### config.mk
export PLATFORM = sky130hd
export DESIGN_NAME = map_index_to_display_pos_flat
export DESIGN_NICKNAME = d
export VERILOG_FILES = /design/src/rtl/map_index_to_display_pos_if.sv /design/src/rtl/map_index_to_display_pos.sv /design/src/flat_wrapper.sv
export SDC_FILE = /design/constraint.sdc
export NUM_CORES = 1
export LEC_CHECK = 0
export CAP_MARGIN = 30
export CORE_MARGIN = 8
export CORE_UTILIZATION = 48
export CTS_BUF_LIST = sky130_fd_sc_hd__clkbuf_8
export DETAILED_ROUTE_END_ITERATION = 7
export PLACE_DENSITY = 0.81
export REMOVE_ABC_BUFFERS = 1
export SETUP_SLACK_MARGIN = 0.05
export SLEW_MARGIN = 40
export SYNTH_ARGS = -nofsm -noshare
export SYNTH_HDL_FRONTEND = slang
export SYNTH_SLANG_ARGS = --single-unit
export TNS_END_PERCENT = 30
### constraint.sdc
create_clock -name clk -period 2 [get_ports clk]
set_clock_uncertainty 0.15 [all_clocks]
set_input_delay 0.2 -clock clk [delete_from_list [all_inputs] [get_ports clk]]
set_output_delay 0.2 -clock clk [all_outputs]
set_load 0.02 [all_outputs]
### src/rtl/map_index_to_display_pos_if.sv
// Handshake bundle for the cell-index to display-pixel mapper: one request
// channel (cell index in) and one stream channel (pixel coordinates out).
interface map_index_to_display_pos_if;
  logic        in_valid;
  logic        in_ready;
  logic [6:0]  in_idx_x;
  logic [5:0]  in_idx_y;
  logic        out_valid;
  logic        out_ready;
  logic [10:0] out_x;
  logic [9:0]  out_y;
  logic        out_last;
  logic [10:0] center_x;
  logic [9:0]  center_y;
  logic        idx_err;

  modport master (
    output in_valid, in_idx_x, in_idx_y, out_ready,
    input  in_ready, out_valid, out_x, out_y, out_last, center_x, center_y, idx_err
  );

  modport slave (
    input  in_valid, in_idx_x, in_idx_y, out_ready,
    output in_ready, out_valid, out_x, out_y, out_last, center_x, center_y, idx_err
  );
endinterface

### src/rtl/map_index_to_display_pos.sv
// Expands one matrix cell index into the raster-ordered pixel coordinates of
// its square tile, plus the tile centre pixel, for the tile renderer.
module map_index_to_display_pos #(
  parameter int MAT_W           = 80,
  parameter int MAT_H           = 50,
  parameter int TILE_SHIFT      = 4,
  parameter int MOVE_TO_CENTER  = 7,
  parameter int H_VISIBLE_START = 0,
  parameter int V_VISIBLE_START = 0
) (
  input logic                        clk,
  input logic                        rst_n,
  map_index_to_display_pos_if.slave  bus
);

  localparam logic [6:0]            MAT_W_C   = 7'(MAT_W);
  localparam logic [5:0]            MAT_H_C   = 6'(MAT_H);
  localparam logic [10:0]           H_START_C = 11'(H_VISIBLE_START);
  localparam logic [9:0]            V_START_C = 10'(V_VISIBLE_START);
  localparam logic [10:0]           MOVE_X_C  = 11'(MOVE_TO_CENTER);
  localparam logic [9:0]            MOVE_Y_C  = 10'(MOVE_TO_CENTER);
  localparam logic [TILE_SHIFT-1:0] TILE_MAX  = {TILE_SHIFT{1'b1}};
  localparam logic [TILE_SHIFT-1:0] TILE_ZERO = {TILE_SHIFT{1'b0}};
  localparam logic [TILE_SHIFT-1:0] TILE_ONE  = {{(TILE_SHIFT-1){1'b0}}, 1'b1};

  typedef enum logic [0:0] {
    ST_IDLE   = 1'b0,
    ST_STREAM = 1'b1
  } state_t;

  state_t                state_r, state_s;
  logic [TILE_SHIFT-1:0] col_r, col_s, row_r, row_s;
  logic [10:0]           base_x_r, base_x_s, out_x_r, out_x_s, center_x_r, center_x_s;
  logic [9:0]            base_y_r, base_y_s, out_y_r, out_y_s, center_y_r, center_y_s;
  logic                  out_last_r, out_last_s;
  logic                  idx_err_r, idx_err_s;
  logic                  in_ready_r, out_valid_r;
  logic                  idx_bad_s;

  assign idx_bad_s = (bus.in_idx_x >= MAT_W_C) || (bus.in_idx_y >= MAT_H_C);

  // Next-state and next-output computation; outputs are registered below.
  always_comb begin
    state_s    = state_r;
    col_s      = col_r;
    row_s      = row_r;
    base_x_s   = base_x_r;
    base_y_s   = base_y_r;
    out_x_s    = out_x_r;
    out_y_s    = out_y_r;
    out_last_s = out_last_r;
    center_x_s = center_x_r;
    center_y_s = center_y_r;
    idx_err_s  = 1'b0;
    case (state_r)
      ST_IDLE: begin
        if (bus.in_valid) begin
          if (idx_bad_s) begin
            idx_err_s = 1'b1;
          end else begin
            base_x_s   = H_START_C + (11'(bus.in_idx_x) << TILE_SHIFT);
            base_y_s   = V_START_C + (10'(bus.in_idx_y) << TILE_SHIFT);
            col_s      = TILE_ZERO;
            row_s      = TILE_ZERO;
            out_x_s    = base_x_s;
            out_y_s    = base_y_s;
            out_last_s = 1'b0;
            center_x_s = base_x_s + MOVE_X_C;
            center_y_s = base_y_s + MOVE_Y_C;
            state_s    = ST_STREAM;
          end
        end else begin
          state_s = ST_IDLE;
        end
      end
      ST_STREAM: begin
        if (bus.out_ready) begin
          if (out_last_r) begin
            state_s    = ST_IDLE;
            col_s      = TILE_ZERO;
            row_s      = TILE_ZERO;
            out_last_s = 1'b0;
          end else begin
            // Column counter wraps naturally; row advances on the wrap.
            col_s = col_r + TILE_ONE;
            if (col_r == TILE_MAX) begin
              row_s = row_r + TILE_ONE;
            end else begin
              row_s = row_r;
            end
            out_x_s    = base_x_r + 11'(col_s);
            out_y_s    = base_y_r + 10'(row_s);
            out_last_s = (col_s == TILE_MAX) && (row_s == TILE_MAX);
          end
        end else begin
          state_s = ST_STREAM;
        end
      end
      default: begin
        state_s   = ST_IDLE;
        idx_err_s = 1'b0;
      end
    endcase
  end

  // State and output registers with synchronous active-low reset.
  always_ff @(posedge clk) begin
    if (!rst_n) begin
      state_r     <= ST_IDLE;
      col_r       <= TILE_ZERO;
      row_r       <= TILE_ZERO;
      base_x_r    <= 11'd0;
      base_y_r    <= 10'd0;
      out_x_r     <= 11'd0;
      out_y_r     <= 10'd0;
      out_last_r  <= 1'b0;
      center_x_r  <= 11'd0;
      center_y_r  <= 10'd0;
      idx_err_r   <= 1'b0;
      in_ready_r  <= 1'b1;
      out_valid_r <= 1'b0;
    end else begin
      state_r     <= state_s;
      col_r       <= col_s;
      row_r       <= row_s;
      base_x_r    <= base_x_s;
      base_y_r    <= base_y_s;
      out_x_r     <= out_x_s;
      out_y_r     <= out_y_s;
      out_last_r  <= out_last_s;
      center_x_r  <= center_x_s;
      center_y_r  <= center_y_s;
      idx_err_r   <= idx_err_s;
      in_ready_r  <= (state_s == ST_IDLE);
      out_valid_r <= (state_s == ST_STREAM);
    end
  end

  assign bus.in_ready  = in_ready_r;
  assign bus.out_valid = out_valid_r;
  assign bus.out_x     = out_x_r;
  assign bus.out_y     = out_y_r;
  assign bus.out_last  = out_last_r;
  assign bus.center_x  = center_x_r;
  assign bus.center_y  = center_y_r;
  assign bus.idx_err   = idx_err_r;

endmodule

### src/flat_wrapper.sv
// flat-port wrapper written by rule: the top's interface ports become plain ports
module map_index_to_display_pos_flat 
#(
  parameter int MAT_W           = 80,
  parameter int MAT_H           = 50,
  parameter int TILE_SHIFT      = 4,
  parameter int MOVE_TO_CENTER  = 7,
  parameter int H_VISIBLE_START = 0,
  parameter int V_VISIBLE_START = 0
)
  (clk, rst_n, bus_in_valid, bus_in_idx_x, bus_in_idx_y, bus_out_ready, bus_in_ready, bus_out_valid, bus_out_x, bus_out_y, bus_out_last, bus_center_x, bus_center_y, bus_idx_err);
  map_index_to_display_pos_if bus_i ();
  input logic clk;
  input logic rst_n;
  input wire logic [$bits(bus_i.in_valid)-1:0] bus_in_valid;
  input wire logic [$bits(bus_i.in_idx_x)-1:0] bus_in_idx_x;
  input wire logic [$bits(bus_i.in_idx_y)-1:0] bus_in_idx_y;
  input wire logic [$bits(bus_i.out_ready)-1:0] bus_out_ready;
  output wire logic [$bits(bus_i.in_ready)-1:0] bus_in_ready;
  output wire logic [$bits(bus_i.out_valid)-1:0] bus_out_valid;
  output wire logic [$bits(bus_i.out_x)-1:0] bus_out_x;
  output wire logic [$bits(bus_i.out_y)-1:0] bus_out_y;
  output wire logic [$bits(bus_i.out_last)-1:0] bus_out_last;
  output wire logic [$bits(bus_i.center_x)-1:0] bus_center_x;
  output wire logic [$bits(bus_i.center_y)-1:0] bus_center_y;
  output wire logic [$bits(bus_i.idx_err)-1:0] bus_idx_err;
  assign bus_i.in_valid = bus_in_valid;
  assign bus_i.in_idx_x = bus_in_idx_x;
  assign bus_i.in_idx_y = bus_in_idx_y;
  assign bus_i.out_ready = bus_out_ready;
  assign bus_in_ready = bus_i.in_ready;
  assign bus_out_valid = bus_i.out_valid;
  assign bus_out_x = bus_i.out_x;
  assign bus_out_y = bus_i.out_y;
  assign bus_out_last = bus_i.out_last;
  assign bus_center_x = bus_i.center_x;
  assign bus_center_y = bus_i.center_y;
  assign bus_idx_err = bus_i.idx_err;
  map_index_to_display_pos #(.MAT_W(MAT_W), .MAT_H(MAT_H), .TILE_SHIFT(TILE_SHIFT), .MOVE_TO_CENTER(MOVE_TO_CENTER), .H_VISIBLE_START(H_VISIBLE_START), .V_VISIBLE_START(V_VISIBLE_START)) u_core (.clk(clk), .rst_n(rst_n), .bus(bus_i));
endmodule
Word-level counts from Yosys, hierarchy flattened
Index checks and enable logic that the tools add are counted.

storage, ports and cells
  logic and storage cells = 71
  bits in writable memories = 0
  output and inout bits = 46
  bits in registers = 67
  memory bits (read-only) = 0
  memories = 0
  latch bits = 0

operators by class
  muxes and demuxes = 33
  multiply operators = 0
  div/mod/pow operators = 0
  reductions and logical operators = 6
  order comparisons = 2
  shifts and indexed selects = 0
  equality and inequality tests = 7
  bitwise gates (word level) = 5
  add/sub/neg operators = 6

operators with widths
  cell                                                              number
  11-bit 2-to-1 mux                                                 4
  10-bit 2-to-1 mux                                                 4
  4-bit 2-to-1 mux                                                  10
  11-bit one-hot mux with 2 select lines                            1
  10-bit one-hot mux with 2 select lines                            1
  4-bit one-hot mux with 2 select lines                             2
  4-bit == test (second input constant)                             3
  11-bit by 3-bit adder with 11-bit output (second input constant)  1
  11-bit by 4-bit adder with 11-bit output                          1
  10-bit by 3-bit adder with 10-bit output (second input constant)  1
  10-bit by 4-bit adder with 10-bit output                          1
  1-bit 2-to-1 mux                                                  9
  4-bit by 1-bit adder with 4-bit output (second input constant)    2
  2-bit != test (second input constant)                             4
  7-bit greater-or-equal comparator (second input constant)         1
  6-bit greater-or-equal comparator (second input constant)         1
  3-bit AND reduction                                               2
  1-bit NOT                                                         5
  1-bit one-hot mux with 2 select lines                             2
  4-bit AND reduction                                               1
  3-bit OR reduction                                                1
  1-bit logical AND                                                 1
  1-bit logical OR                                                  1

Logic depth before layout (Yosys ltp)
  word-level depth = 10
  gate-level depth with buffers = 6
  mapped depth without buffers = 5

Worst setup path after synthesis
No wires, ideal clock.

  path kind = reg2reg
  start = register u_core.col_r[0]
  end = register u_core.out_y_r[3] (netlist: u_core.bus.out_y[3])
  setup slack = 0.292 ns
  required time = 1.792 ns
  arrival = 1.501 ns
  cell stages (with the launch flop) = 6
  cell sequence = dfxtp_1 > ha_1 > nand3_1 > or3_1 > a21oi_1 > a31o_2

on the way
  word-level cells in the longest chain between the ends = 9

ends and longest elaborated chain
  item                                      line                             source
  start, declared                           map_index_to_display_pos.sv:32   logic [TILE_SHIFT-1:0] col_r, col_s, row_r, row_s;
  start signal, assigned                    map_index_to_display_pos.sv:124  col_r <= col_s;
  4-bit == test                             map_index_to_display_pos.sv:86   if (col_r == TILE_MAX) begin
  4-bit 2-to-1 mux                          map_index_to_display_pos.sv:86
  4-bit 2-to-1 mux                          map_index_to_display_pos.sv:78   if (out_last_r) begin
  4-bit 2-to-1 mux                          map_index_to_display_pos.sv:77   if (bus.out_ready) begin
  4-bit 2-to-1 mux                          map_index_to_display_pos.sv:55   case (state_r)
  10-bit by 4-bit adder with 10-bit output  map_index_to_display_pos.sv:92   out_y_s = base_y_r + 10'(row_s);
  10-bit 2-to-1 mux                         map_index_to_display_pos.sv:78
  10-bit 2-to-1 mux                         map_index_to_display_pos.sv:77
  10-bit one-hot mux with 2 select lines    map_index_to_display_pos.sv:55
  end signal, assigned                      map_index_to_display_pos.sv:129  out_y_r <= out_y_s;
  end, declared                             map_index_to_display_pos.sv:34   logic [9:0] base_y_r, base_y_s, out_y_r, out_y_s, center_y_r, center_y_s;

No other way between the ends. The select of a mux whose other input is x is not followed.
A chain may end at the register's enable or synchronous reset.

Final worst setup path
  start = input port bus_in_idx_y[1]
  end = register u_core.row_r[0]

on the way
  word-level cells in the longest chain between the ends = 4

ends and longest elaborated chain
  item                               line                             source
  start, declared                    flat_wrapper.sv:17               input wire logic [$bits(bus_i.in_idx_y)-1:0] bus_in_idx_y;
  6-bit greater-or-equal comparator  map_index_to_display_pos.sv:40   assign idx_bad_s = (bus.in_idx_x >= MAT_W_C) || (bus.in_idx_y >= MAT_H_C);
  1-bit logical OR                   map_index_to_display_pos.sv:40
  2-bit != test (no line)            -
  3-bit AND reduction (no line)      -
  end signal, assigned               map_index_to_display_pos.sv:125  row_r <= row_s;
  end, declared                      map_index_to_display_pos.sv:32

No other way between the ends.

==> metrics.yaml <==
outcome:
  outcome: "finished, final reports clean"
power_and_ir_drop:
  peakVddDrop_v: 0.0004185
  power_density_mw_per_mm2: 711.5
  leakagePower_nw: 1.204
  finalPower_mw: 2.038
timing:
  min_period_ps: 1820
  finalCritPeriodShare_pct: 90.99
  max_freq_mhz: 549.5
  finalSetupViolations: 0
  tns_ps: 0
  rsz0062_at_grt: "false"
  finalHoldViolCount: 0
  drv_slew: 0
  whs_ps: 324.5
worst_setup_path:
  criticalPathCategory: "primary input to register"
  required_ps: 2030
  crit_arrival_ps: 1850
  cp-end-kind: "register"
  start_kind: "primary input"
  path_max_fanout: 9
detailed_routing:
  drcViolationCount: 0
  postRouteAntennaNets: 0
  vias: 1755
  drt_first_pass_iters: 4
  wl_per_cell_um: 15.75
  viasPerCell: 5.467
  routed_wl_um: 5055
  drt_iter0_drc: 104
grt:
  antenna_found_initial: 0
  grt_max_degree: 27
  grt_pass1_wl_um: 7914
  grt_pass1_vias: 1675
  grt.overflow.total: 0
  track_usage_pct: 15.01
clocking:
  numCtsBuffers: 5
  path_clk_slew_ps: 90
  cts_resized: 0
  cts.path.max_buffers: 2
  clkSinkCount: 47
  cts_root_buffer: "clkbuf_8"
  post_cts_buffers: 0
  cts_tree: "yes"
  holdBufCountCts: 0
  clk_latency_ps: 300
  htree_num_levels: 2
layout:
  mostFrequentLayoutCell: "clkdlybuf4s50_1"
  multiInputGateArea_mm2: 0.001051
  fill_cells: 364
  seqCellArea_um2: 940.9
  final_cell_mix: "60 x clkdlybuf4s50_1, 47 x dfxtp_1, 26 x mux2i_1"
  antenna_cells: 0
  syn_to_final_growth_pct: 35.52
  finalNonFillerCells: 321
  drive_above_1_share_pct: 10.41
  fin_nets: 288
yosys:
  synth_cell_types: 39
  netlist_area_mm2: 0.002113
  synthSimpleGateAreaFrac_pct: 14.21
  synthAdderAreaFrac_pct: 1.776
  synth_cells: 208
  yosys_warnings: 0
  yosys.area_share.xor_xnor_pct: 1.658
  synth_edf_count: 0
  syn_avg_cell_area_um2: 10.16
  ys.flop_type: "dfxtp_1"
  synth_top_family_by_area: "compound AO/OA/AOI/OAI gates"
  synth_compound_area_share_pct: 19.42
  synth_seq_area_share_pct: 44.52
  ys_ff_latch: 47
  synthMuxAreaShare_pct: 12.31
  ys_async_sr_fraction_pct: 0
floorplanning:
  die_area_mm2: 0.006782
  initial_core_util_pct: 49.21
  boundaryPins: 63
  rows: 24
  core_area_mm2: 0.004294
  die_y_um: 82.35
  die_w_um: 82.35
placed_design:
  post-place-cells: 313
  routabilityCongestion: 0.8479
  place_hpwl_um: 3773
  port_buffers: 60
run:
  maxCapViolations: 0
worst_hold_path:
  hp-class: "register to register"
==> synth_stat cells, types with 2 or more instances <==
library cell | number | area share, %
mux2i_1 | 26 | 12
nand3b_1 | 4 | 1.4
a31o_2 | 5 | 2.1
nor2_1 | 4 | 0.71
nand2b_1 | 2 | 0.59
o211a_1 | 13 | 6.2
nand2_1 | 18 | 3.2
o21ai_1 | 3 | 0.71
dfxtp_1 | 47 | 45
nand3_1 | 9 | 2.1
a21o_1 | 5 | 1.8
ha_1 | 3 | 1.8
xor2_1 | 3 | 1.2
nor2b_1 | 13 | 3.8
o31a_1 | 2 | 0.83
o21a_1 | 3 | 1.1
inv_1 | 2 | 0.36
clkbuf_1 | 7 | 1.2
a21oi_1 | 5 | 1.2
o21ai_0 | 6 | 1.4
buf_4 | 7 | 2.5
buf_2 | 4 | 0.95
==> power breakdown <==
part           internal, mW  total (mW)  switching [mW]
sequential            0.987        1.02          0.0318
combinational         0.223       0.450           0.227
clock                 0.246       0.569           0.323
==> state kept, by name, indices dropped and copies added (netlist names), 2 cells and up <==
signal,count
u_core.base_x_r,6
u_core.base_y_r,5
u_core.bus.center_y,2
u_core.bus.out_x,11
u_core.bus.out_y,10
u_core.col_r,4
u_core.row_r,4
==> per-stage QoR <==
stage | setup WS (ps) | util [%] | area [µm²]
2_1_floorplan | -163.3 | - | 2003
3_3_place_gp | -95.46 | 64.66 | 2776
3_5_place_dp | -150.2 | 64.66 | 2776
4_1_cts | 180.0 | 66.70 | 2864
5_1_grt | 80.57 | 66.70 | 2864
6_report | 180.1 | 66.70 | 2864
==> critical path: stages <==
cell and delay, ps:
clkdlybuf4s50_1 450, o311a_4 440, o311a_1 500, o21ai_1 180
o31ai_1 80
==> final timing paths <==
check	slack (ps)	cells past startpoint	to	startpoint
max	180	5	u_core.row_r[0]$_SDFFE_PN0P_	bus_in_idx_y[1]
min	320	2	u_core.bus.out_x[0]$_SDFFE_PN0P_	u_core.bus.out_x[0]$_SDFFE_PN0P_
max reg2reg	240	5	u_core.bus.out_y[3]$_SDFFE_PN0P_	u_core.col_r[0]$_SDFFE_PN0P_
min reg2reg	320	2	u_core.bus.out_x[0]$_SDFFE_PN0P_	u_core.bus.out_x[0]$_SDFFE_PN0P_
==> kinds of logic (layout without fill, tap and decap cells) <==
family | Yosys count | in the layout
buffers and inverters | 22 | 82
other | 1 | 2
adder cells (fa/ha/maj) | 3 | 3
AO/OA/AOI/OAI | 49 | 49
XOR/XNOR | 4 | 4
multiplexers | 26 | 26
AND/OR/NAND/NOR | 56 | 56
flip-flops | 47 | 47
==> routing by layer <==
metal / GRT usage (%) / part of all wire, % / up-vias
met5: 0 / 0 / -
met3: 4.545 / 6.3 / 7
li1: - / - / 850
met1: 16.53 / 41 / 850
met4: 5.965 / 1.7 / 0
met2: 26.31 / 51 / 48
==> final cells by class <==
class	count	share of cell area (%)
Multi-Input combinational cell	140	36.70
Sequential cell	47	32.85
Timing Repair Buffer	71	24.73
Clock buffer	5	2.403
Tap cell	52	2.272
Clock inverter	3	0.6553
Inverter	3	0.3932
Power figures use the tool's default switching activity.
